`src/rtl/fib_pkg.sv`:
```
// Shared defaults and FSM state encoding for the Fibonacci RAM writer.
package fib_pkg;

  localparam int unsigned DATA_W_DEF = 24;
  localparam int unsigned ADDR_W_DEF = 24;
  localparam int unsigned DEPTH_DEF  = 36;

  typedef enum logic [1:0] {
    IDLE  = 2'd0,
    WRITE = 2'd1,
    RDBK  = 2'd2,
    DONE  = 2'd3
  } fib_state_e;

endpackage

```
`src/rtl/fib_step.sv`:
```
// Two-term Fibonacci history with a carry-out adder; seed loads (f0,f1), adv steps one term.
module fib_step
  import fib_pkg::*;
#(
  parameter int unsigned DATA_W = DATA_W_DEF
) (
  input  logic              clk,
  input  logic              rst,
  input  logic              seed,
  input  logic              adv,
  output logic [DATA_W-1:0] cur,
  output logic              cur_cy
);

  logic [DATA_W-1:0] prev_q;
  logic [DATA_W-1:0] cur_q;
  logic              cy_q;
  logic [DATA_W:0]   sum;

  assign sum = {1'b0, prev_q} + {1'b0, cur_q};

  // cy_q remembers whether the term now in cur_q was produced with a carry-out
  always_ff @(posedge clk or posedge rst) begin
    if (rst) begin
      prev_q <= '0;
      cur_q  <= '0;
      cy_q   <= 1'b0;
    end else if (seed) begin
      prev_q <= '0;
      cur_q  <= DATA_W'(1);
      cy_q   <= 1'b0;
    end else if (adv) begin
      prev_q <= cur_q;
      cur_q  <= sum[DATA_W-1:0];
      cy_q   <= sum[DATA_W];
    end
  end

  assign cur    = cur_q;
  assign cur_cy = cy_q;

endmodule

```
`src/rtl/fibonacci_ram_writer.sv`:
```
// Fills a RAM with the Fibonacci sequence; optional readback verify when FIB_READBACK_EN is defined.
module fibonacci_ram_writer
  import fib_pkg::*;
#(
  parameter int unsigned DATA_W = DATA_W_DEF,
  parameter int unsigned ADDR_W = ADDR_W_DEF,
  parameter int unsigned DEPTH  = DEPTH_DEF
) (
  input  logic              clk,
  input  logic              rst,
  input  logic              start,
  output logic              busy,
  output logic              done,
  output logic              wren,
  output logic [ADDR_W-1:0] wradr,
  output logic [DATA_W-1:0] wrdat,
  output logic              ovf,
  output logic [ADDR_W-1:0] rdadr,
  input  logic [DATA_W-1:0] rddat,
  output logic              err,
  output logic [ADDR_W-1:0] err_adr
);

  localparam logic [ADDR_W-1:0] LAST_ADR = ADDR_W'(DEPTH - 1);

  fib_state_e        state_q, state_d;
  logic [ADDR_W-1:0] cnt_q, cnt_d;
  logic              seed, adv;
  logic [DATA_W-1:0] fib_cur;
  logic              fib_cy;
  logic              busy_d, done_d, wren_d, ovf_d;
  logic [ADDR_W-1:0] wradr_d;
  logic [DATA_W-1:0] wrdat_d;

`ifdef FIB_READBACK_EN
  logic [ADDR_W-1:0] rdadr_d, err_adr_d;
  logic              err_d;
  logic [DATA_W-1:0] val_q, val_d;
`endif

  fib_step #(.DATA_W(DATA_W)) u_step (
    .clk    (clk),
    .rst    (rst),
    .seed   (seed),
    .adv    (adv),
    .cur    (fib_cur),
    .cur_cy (fib_cy)
  );

  // Next-state and next-output logic; outputs are registered one edge later
  always_comb begin
    state_d = state_q;
    cnt_d   = cnt_q;
    seed    = 1'b0;
    adv     = 1'b0;
    busy_d  = 1'b0;
    done_d  = 1'b0;
    wren_d  = 1'b0;
    wradr_d = '0;
    wrdat_d = '0;
    ovf_d   = ovf;
`ifdef FIB_READBACK_EN
    rdadr_d   = '0;
    err_d     = err;
    err_adr_d = err_adr;
    val_d     = val_q;
`endif
    case (state_q)
      IDLE: begin
        if (start) begin
          state_d = WRITE;
          cnt_d   = '0;
          seed    = 1'b1;
          busy_d  = 1'b1;
          wren_d  = 1'b1;
          ovf_d   = 1'b0;
`ifdef FIB_READBACK_EN
          err_d     = 1'b0;
          err_adr_d = '0;
          val_d     = '0;
`endif
        end
      end
      WRITE: begin
        if (cnt_q == LAST_ADR) begin
`ifdef FIB_READBACK_EN
          state_d = RDBK;
          cnt_d   = '0;
          seed    = 1'b1;
          busy_d  = 1'b1;
          val_d   = '0;
`else
          state_d = DONE;
          done_d  = 1'b1;
`endif
        end else begin
          cnt_d   = cnt_q + ADDR_W'(1);
          adv     = 1'b1;
          busy_d  = 1'b1;
          wren_d  = 1'b1;
          wradr_d = cnt_d;
          wrdat_d = fib_cur;
          ovf_d   = ovf | fib_cy;
`ifdef FIB_READBACK_EN
          val_d   = fib_cur;
`endif
        end
      end
`ifdef FIB_READBACK_EN
      RDBK: begin
        // rdadr equals cnt_q here, so the first mismatch address is cnt_q
        if ((rddat != val_q) && !err) begin
          err_d     = 1'b1;
          err_adr_d = cnt_q;
        end
        if (cnt_q == LAST_ADR) begin
          state_d = DONE;
          done_d  = 1'b1;
        end else begin
          cnt_d   = cnt_q + ADDR_W'(1);
          adv     = 1'b1;
          busy_d  = 1'b1;
          rdadr_d = cnt_d;
          val_d   = fib_cur;
        end
      end
`endif
      default: state_d = IDLE;
    endcase
  end

  always_ff @(posedge clk or posedge rst) begin
    if (rst) begin
      state_q <= IDLE;
      cnt_q   <= '0;
      busy    <= 1'b0;
      done    <= 1'b0;
      wren    <= 1'b0;
      wradr   <= '0;
      wrdat   <= '0;
      ovf     <= 1'b0;
    end else begin
      state_q <= state_d;
      cnt_q   <= cnt_d;
      busy    <= busy_d;
      done    <= done_d;
      wren    <= wren_d;
      wradr   <= wradr_d;
      wrdat   <= wrdat_d;
      ovf     <= ovf_d;
    end
  end

`ifdef FIB_READBACK_EN
  always_ff @(posedge clk or posedge rst) begin
    if (rst) begin
      rdadr   <= '0;
      err     <= 1'b0;
      err_adr <= '0;
      val_q   <= '0;
    end else begin
      rdadr   <= rdadr_d;
      err     <= err_d;
      err_adr <= err_adr_d;
      val_q   <= val_d;
    end
  end
`else
  logic unused_rddat;
  assign unused_rddat = ^rddat;
  assign rdadr        = '0;
  assign err          = 1'b0;
  assign err_adr      = '0;
`endif

endmodule

```
`config.mk`:
```
export PLATFORM = sky130hd
export DESIGN_NAME = fibonacci_ram_writer
export DESIGN_NICKNAME = d
export VERILOG_FILES = /design/src/rtl/fib_pkg.sv /design/src/rtl/fib_step.sv /design/src/rtl/fibonacci_ram_writer.sv
export SDC_FILE = /design/constraint.sdc
export NUM_CORES = 1
export LEC_CHECK = 0
export CAP_MARGIN = 20
export CORE_MARGIN = 1.5
export CORE_UTILIZATION = 50
export DETAILED_ROUTE_END_ITERATION = 8
export GPL_ROUTABILITY_DRIVEN = 0
export GPL_TIMING_DRIVEN = 1
export PLACE_DENSITY = 0.78
export REMOVE_ABC_BUFFERS = 1
export SYNTH_ARGS = -nofsm -noshare
export SYNTH_HDL_FRONTEND = slang
export SYNTH_SLANG_ARGS = --single-unit
```
`constraint.sdc`:
```
create_clock -name clk -period 4.07 [get_ports clk]
set_input_delay 0.407 -clock clk [delete_from_list [all_inputs] [get_ports clk]]
set_output_delay 0.407 -clock clk [all_outputs]
set_load 0.03 [all_outputs]
```
# [After elaboration in Yosys (flattened, before gate mapping)]
# Index checks and enable logic that the tools add are counted.
[op_classes] addsub=2 eq_ne=5 mux=26 bitwise=1 n_reduce_logical=5
[ops] op="$mux W24" n=10
[ops] op="$pmux W24 S2" n=1
[ops] op="$add A24 B24 Y25" n=1
[ops] op="$add A24 B1 Y24 const B" n=1
[ops] op="$eq A24 B6 Y1 const B" n=1
[ops] op="$mux W1" n=10
[ops] op="$ne A2 B2 Y1 const B" n=3
[ops] op="$mux W2" n=2
[ops] op="$pmux W1 S2" n=2
[ops] op="$pmux W2 S2" n=1
[ops] op="$reduce_bool A2 Y1" n=2
[ops] op="$reduce_and A3 Y1" n=1
[ops] op="$eq A2 B1 Y1 const B" n=1
[ops] op="$logic_not A2 Y1" n=1
[ops] op="$reduce_and A2 Y1" n=1
[ops] op="$or A1 B1 Y1" n=1
[word_totals] regBits=126 input_bits=27 output_inout_bits=101 word_cells=49

# [Longest topological paths before layout]
[logic_depth] ltp_word=5 mapped_depth=10 ltp_nobuf=10

# [Cells and area by module]
# From an unflattened synthesis, not the netlist that was laid out.
[unflattened] cells_unflattened=696 area_unflattened_um2=6885.4
[modules_own_cells] mod="fibonacci_ram_writer" n_inst=1 cells_per_inst=331 area_each_um2=3524.6 seq_area_each_um2=1926.8
[modules_own_cells] mod="fib_step" n_inst=1 cells_per_inst=365 area_each_um2=3360.7 seq_area_each_um2=1226.2

# [Worst setup path before layout]
# No wires, ideal clock.
[synth_path] kind="reg-to-reg" from="reg u_step.cur_q[0], in the netlist u_step.cur[0]" to="reg u_step.cur_q[20], in the netlist u_step.cur[20]" setup_time_ns=0.127 arrival_ns=2.265 required_ns=3.943 slack_ns=1.678 stages_incl_launch_ff=11 path_buffers=0 period_less_slack_ns=2.392 cell_sequence="dfrtp_1 > ha_1 > inv_1 > fa_1 > nor2b_1 > o31ai_1 > a21oi_1 > a221oi_1 > o41ai_1 > xnor2_1 > o21ai_0"
[synth_via] elab_chain_len=3
[synth_lines] element="start: declaration" line="fib_step.sv:16" rtl="logic [DATA_W-1:0] cur_q;"
[synth_lines] element="start signal: assignment" line="fib_step.sv:34" rtl="cur_q <= sum[DATA_W-1:0];"
[synth_lines] element="$add A24 B24 Y25" line="fib_step.sv:20" rtl="assign sum = {1'b0, prev_q} + {1'b0, cur_q};"
[synth_lines] element="$mux W24" line="fib_step.sv:32" rtl="end else if (adv) begin"
[synth_lines] element="$mux W24" line="fib_step.sv:28" rtl="end else if (seed) begin"
# Every way passes these cells. The select of a mux whose other input is x is not followed.
# A chain may end at the register's enable or synchronous reset.

# [Worst setup path in the final report]
# Same ends and word-level chain as after synthesis.

==> impl_metrics.json <==
{
  "run_status": "finished, final reports clean",
  "global_route.overflow_total": 0,
  "worstSetupStartpoint": "u_step.cur[0]",
  "placement.io_buffers": 54,
  "via_count_of_the_first_global_routing_pass": 4571,
  "numClockSinks": 126,
  "post_synth_num_cell_types": 51,
  "floorplan.die_area_um2": 13600,
  "synthesis.yosys.warnings": 0,
  "grt_max_degree": 127,
  "timing.critical_path.arrival_ns": 3.16,
  "critical-path-top-delay-family": "compound AO/OA/AOI/OAI gates",
  "critical_path.cell_chain": "ha_1 -> inv_1 -> fa_1 -> nor2b_1 -> o31ai_1 -> a21oi_1 -> a221oi_1 -> o41ai_1 -> xnor2_1 -> o21ai_0",
  "crit_buf_inv": 1,
  "syn_area_per_cell_um2": 9.90,
  "fp.dieW_um": 117,
  "timing_worst_slew_pin_value_ns": 0.893,
  "detail_route.first_pass.iterations": 5,
  "post_route_cells_drive_above_1_share_pct": 6.36,
  "antenna_viol_nets_final": 0,
  "layout_worst_path_cycle_share_pct": 70.4,
  "cts_buffers": 17,
  "worst_path_largest_cell_delay_ns": 0.52,
  "grt.total_usage_pct": 20.1,
  "grt_antenna_before_repair": 0,
  "setup_skew_after_layout_ns": 0.00980,
  "synth.top_cells.by_area": "dfrtp_1 (49%), buf_4 (6.0%), a21o_1 (5.1%)",
  "clock_latency_ns": 0.42,
  "drc_violations_left": 0,
  "max-vdd-ir-drop_mv": 0.421,
  "cts_setup_buffers": 0,
  "floorplan.initialDensity_pct": 51.2,
  "critical_path_class": "flip-flop to flip-flop",
  "cts.root.buffer_cell": "clkbuf_16",
  "area_growth_syn_to_layout_pct": 16.9,
  "synth.ff_latch_count": 126,
  "rows": 41,
  "synthTopCellsByCount": "dfrtp_1 (126), nand2_1 (59), nor2_1 (57), buf_4 (52)",
  "hold_viol_final": 0,
  "synth_top_area_share_pct": 48.8,
  "grt_first_pass_wirelength_um": 21200,
  "first_iter_violations": 338,
  "worst_setup_ep_type": "flip-flop",
  "reg2reg_from": "u_step.cur[0]",
  "routed_via_count": 4693,
  "fin_nets": 748,
  "synth_area_um2": 6460,
  "design.portCount": 128,
  "pwr_density_cell_nw_per_um2": 956,
  "setup.worst_path.start_class": "flip-flop",
  "cts_max_path_buffers": 2,
  "worst_ep_required_time_ns": 4.36,
  "post-layout-total-power_mw": 7.22,
  "maxSlewHeadroom_pct": 40.3,
  "async_reset_ff_share_pct": 100,
  "coreArea_um2": 12600,
  "crit_slowest_cell": "o41ai_1",
  "unrepaired_setup_endpoints_after_global_routing": "no",
  "period_minus_slack_ns": 2.87,
  "number_of_enable_flip_flop_cells_after_synthesis": 0,
  "setup-tns-final_ns": 0,
  "num_antenna_cells": 0,
  "ctsHtreeMaxLevel": 4,
  "yosysTopAreaCell": "dfrtp_1",
  "routed_via_count_divided_by_cell_count": 5.33,
  "power.leakage_nw": 3.40,
  "most_used_standard_cell_by_instance_count_after_synthesis": "dfrtp_1",
  "timing.final.setup_violations": 0,
  "fmax_mhz": 349,
  "cts-resized-gates": 0,
  "clkSlewWorstSetupHoldPaths_ns": 0.06,
  "finalMaxSlewViolations": 0,
  "worst_hold_path_type": "flip-flop to flip-flop",
  "tritoncts": "done",
  "die_y_um": 117,
  "route.detailed.wl_per_inst_um": 14.5,
  "hold_sp": "u_step.prev_q[5]",
  "max_cap_viol_count": 0,
  "synth-seq-area-share_pct": 48.8,
  "routed_wirelength_um": 12800,
  "synth_ff_type": "dfrtp_1",
  "dp_hpwl_um": 8160,
  "syn_inst": 652,
  "critical_path.max_fanout": 5,
  "cts_hold_repair.buffers": 0
}
-- cell type report --
| cell class | count | area, um2 |
|---|---|---|
| multi-input combinational | 482 | 2910 |
| clock buffer | 19 | 453 |
| tap | 172 | 215 |
| fill | 1034 | 5070 |
| inverter | 11 | 43.8 |
| sequential | 126 | 3150 |
| clock inverter | 13 | 176 |
| timing repair buffer | 57 | 601 |
-- placed cells by master, fill, tap and decap left out, types with 23 or more instances in the layout --
master           synthesis  final
xor2_1                  23     23
clkdlybuf4s50_1          0     54
ha_1                    25     25
nand2_1                 59     59
o21ai_0                 44     44
conb_1                   1     49
a21o_1                  44     43
dfrtp_1                126    126
and2_1                  29     29
nor2_1                  57     56
a21oi_1                 25     25
-- where the power goes --
part	switching [mW]	total, mW	internal (mW)
sequential	0.305	2.07	1.77
clock	0.584	1.59	1.01
combinational	2.07	3.55	1.49
total	2.96	7.22	4.26
-- final timing paths --
kind	endpoint	slack, ns	cells past startpoint
min	u_step.prev_q[5]	0.49	1
min in group asynchronous	wrdat[5]	0.52	3
max	u_step.cur[20]	1.20	10
min reg2reg	u_step.prev_q[5]	0.49	1
max reg2reg	u_step.cur[20]	1.20	10
max in group asynchronous	cnt_q[7]	3.09	3
-- stage by stage --
| step | setup slack (ns) | hold slack (ns) | instances | cell area, um2 | util (%) |
|---|---|---|---|---|---|
| finish | 1.20 | 0.490 | 880 | 7550 | 59.8 |
| global route | 1.02 | 0.506 | 880 | 7550 | 59.8 |
| CTS | 1.24 | 0.487 | 880 | 7550 | 59.8 |
| detailed placement | 1.27 | 0.474 | 848 | 6920 | 54.8 |
| global placement | 1.34 | 0.462 | 848 | 6920 | 54.8 |
| floorplan | 0.307 | 0.453 | 619 | 6090 | - |
-- state kept, by name, indices dropped and copies added, names as in the netlist --
signal,count
cnt_q,24
u_step.cur,24
u_step.prev_q,24
wradr,24
wrdat,24
state_q,2
done,1
ovf,1
u_step.cur_cy,1
wren,1
-- metal layers --
metal	GRT usage [%]	wire (um)	vias up
met4	8.51	263	0
met1	24.1	5490	2248
met5	0	0	-
met2	34.9	6390	168
li1	-	-	2249
met3	4.72	614	28
-- cell families after synthesis --
kind of cell             share of synthesized area [%]
AND/OR/NAND/NOR                                   14.3
AO/OA/AOI/OAI                                     16.9
flip-flops                                        48.8
buffers and inverters                             9.07
XOR/XNOR                                          5.70
adder cells (fa/ha/maj)                           5.15
other                                           0.0581
No activity file was read; power rests on OpenSTA's default activity.
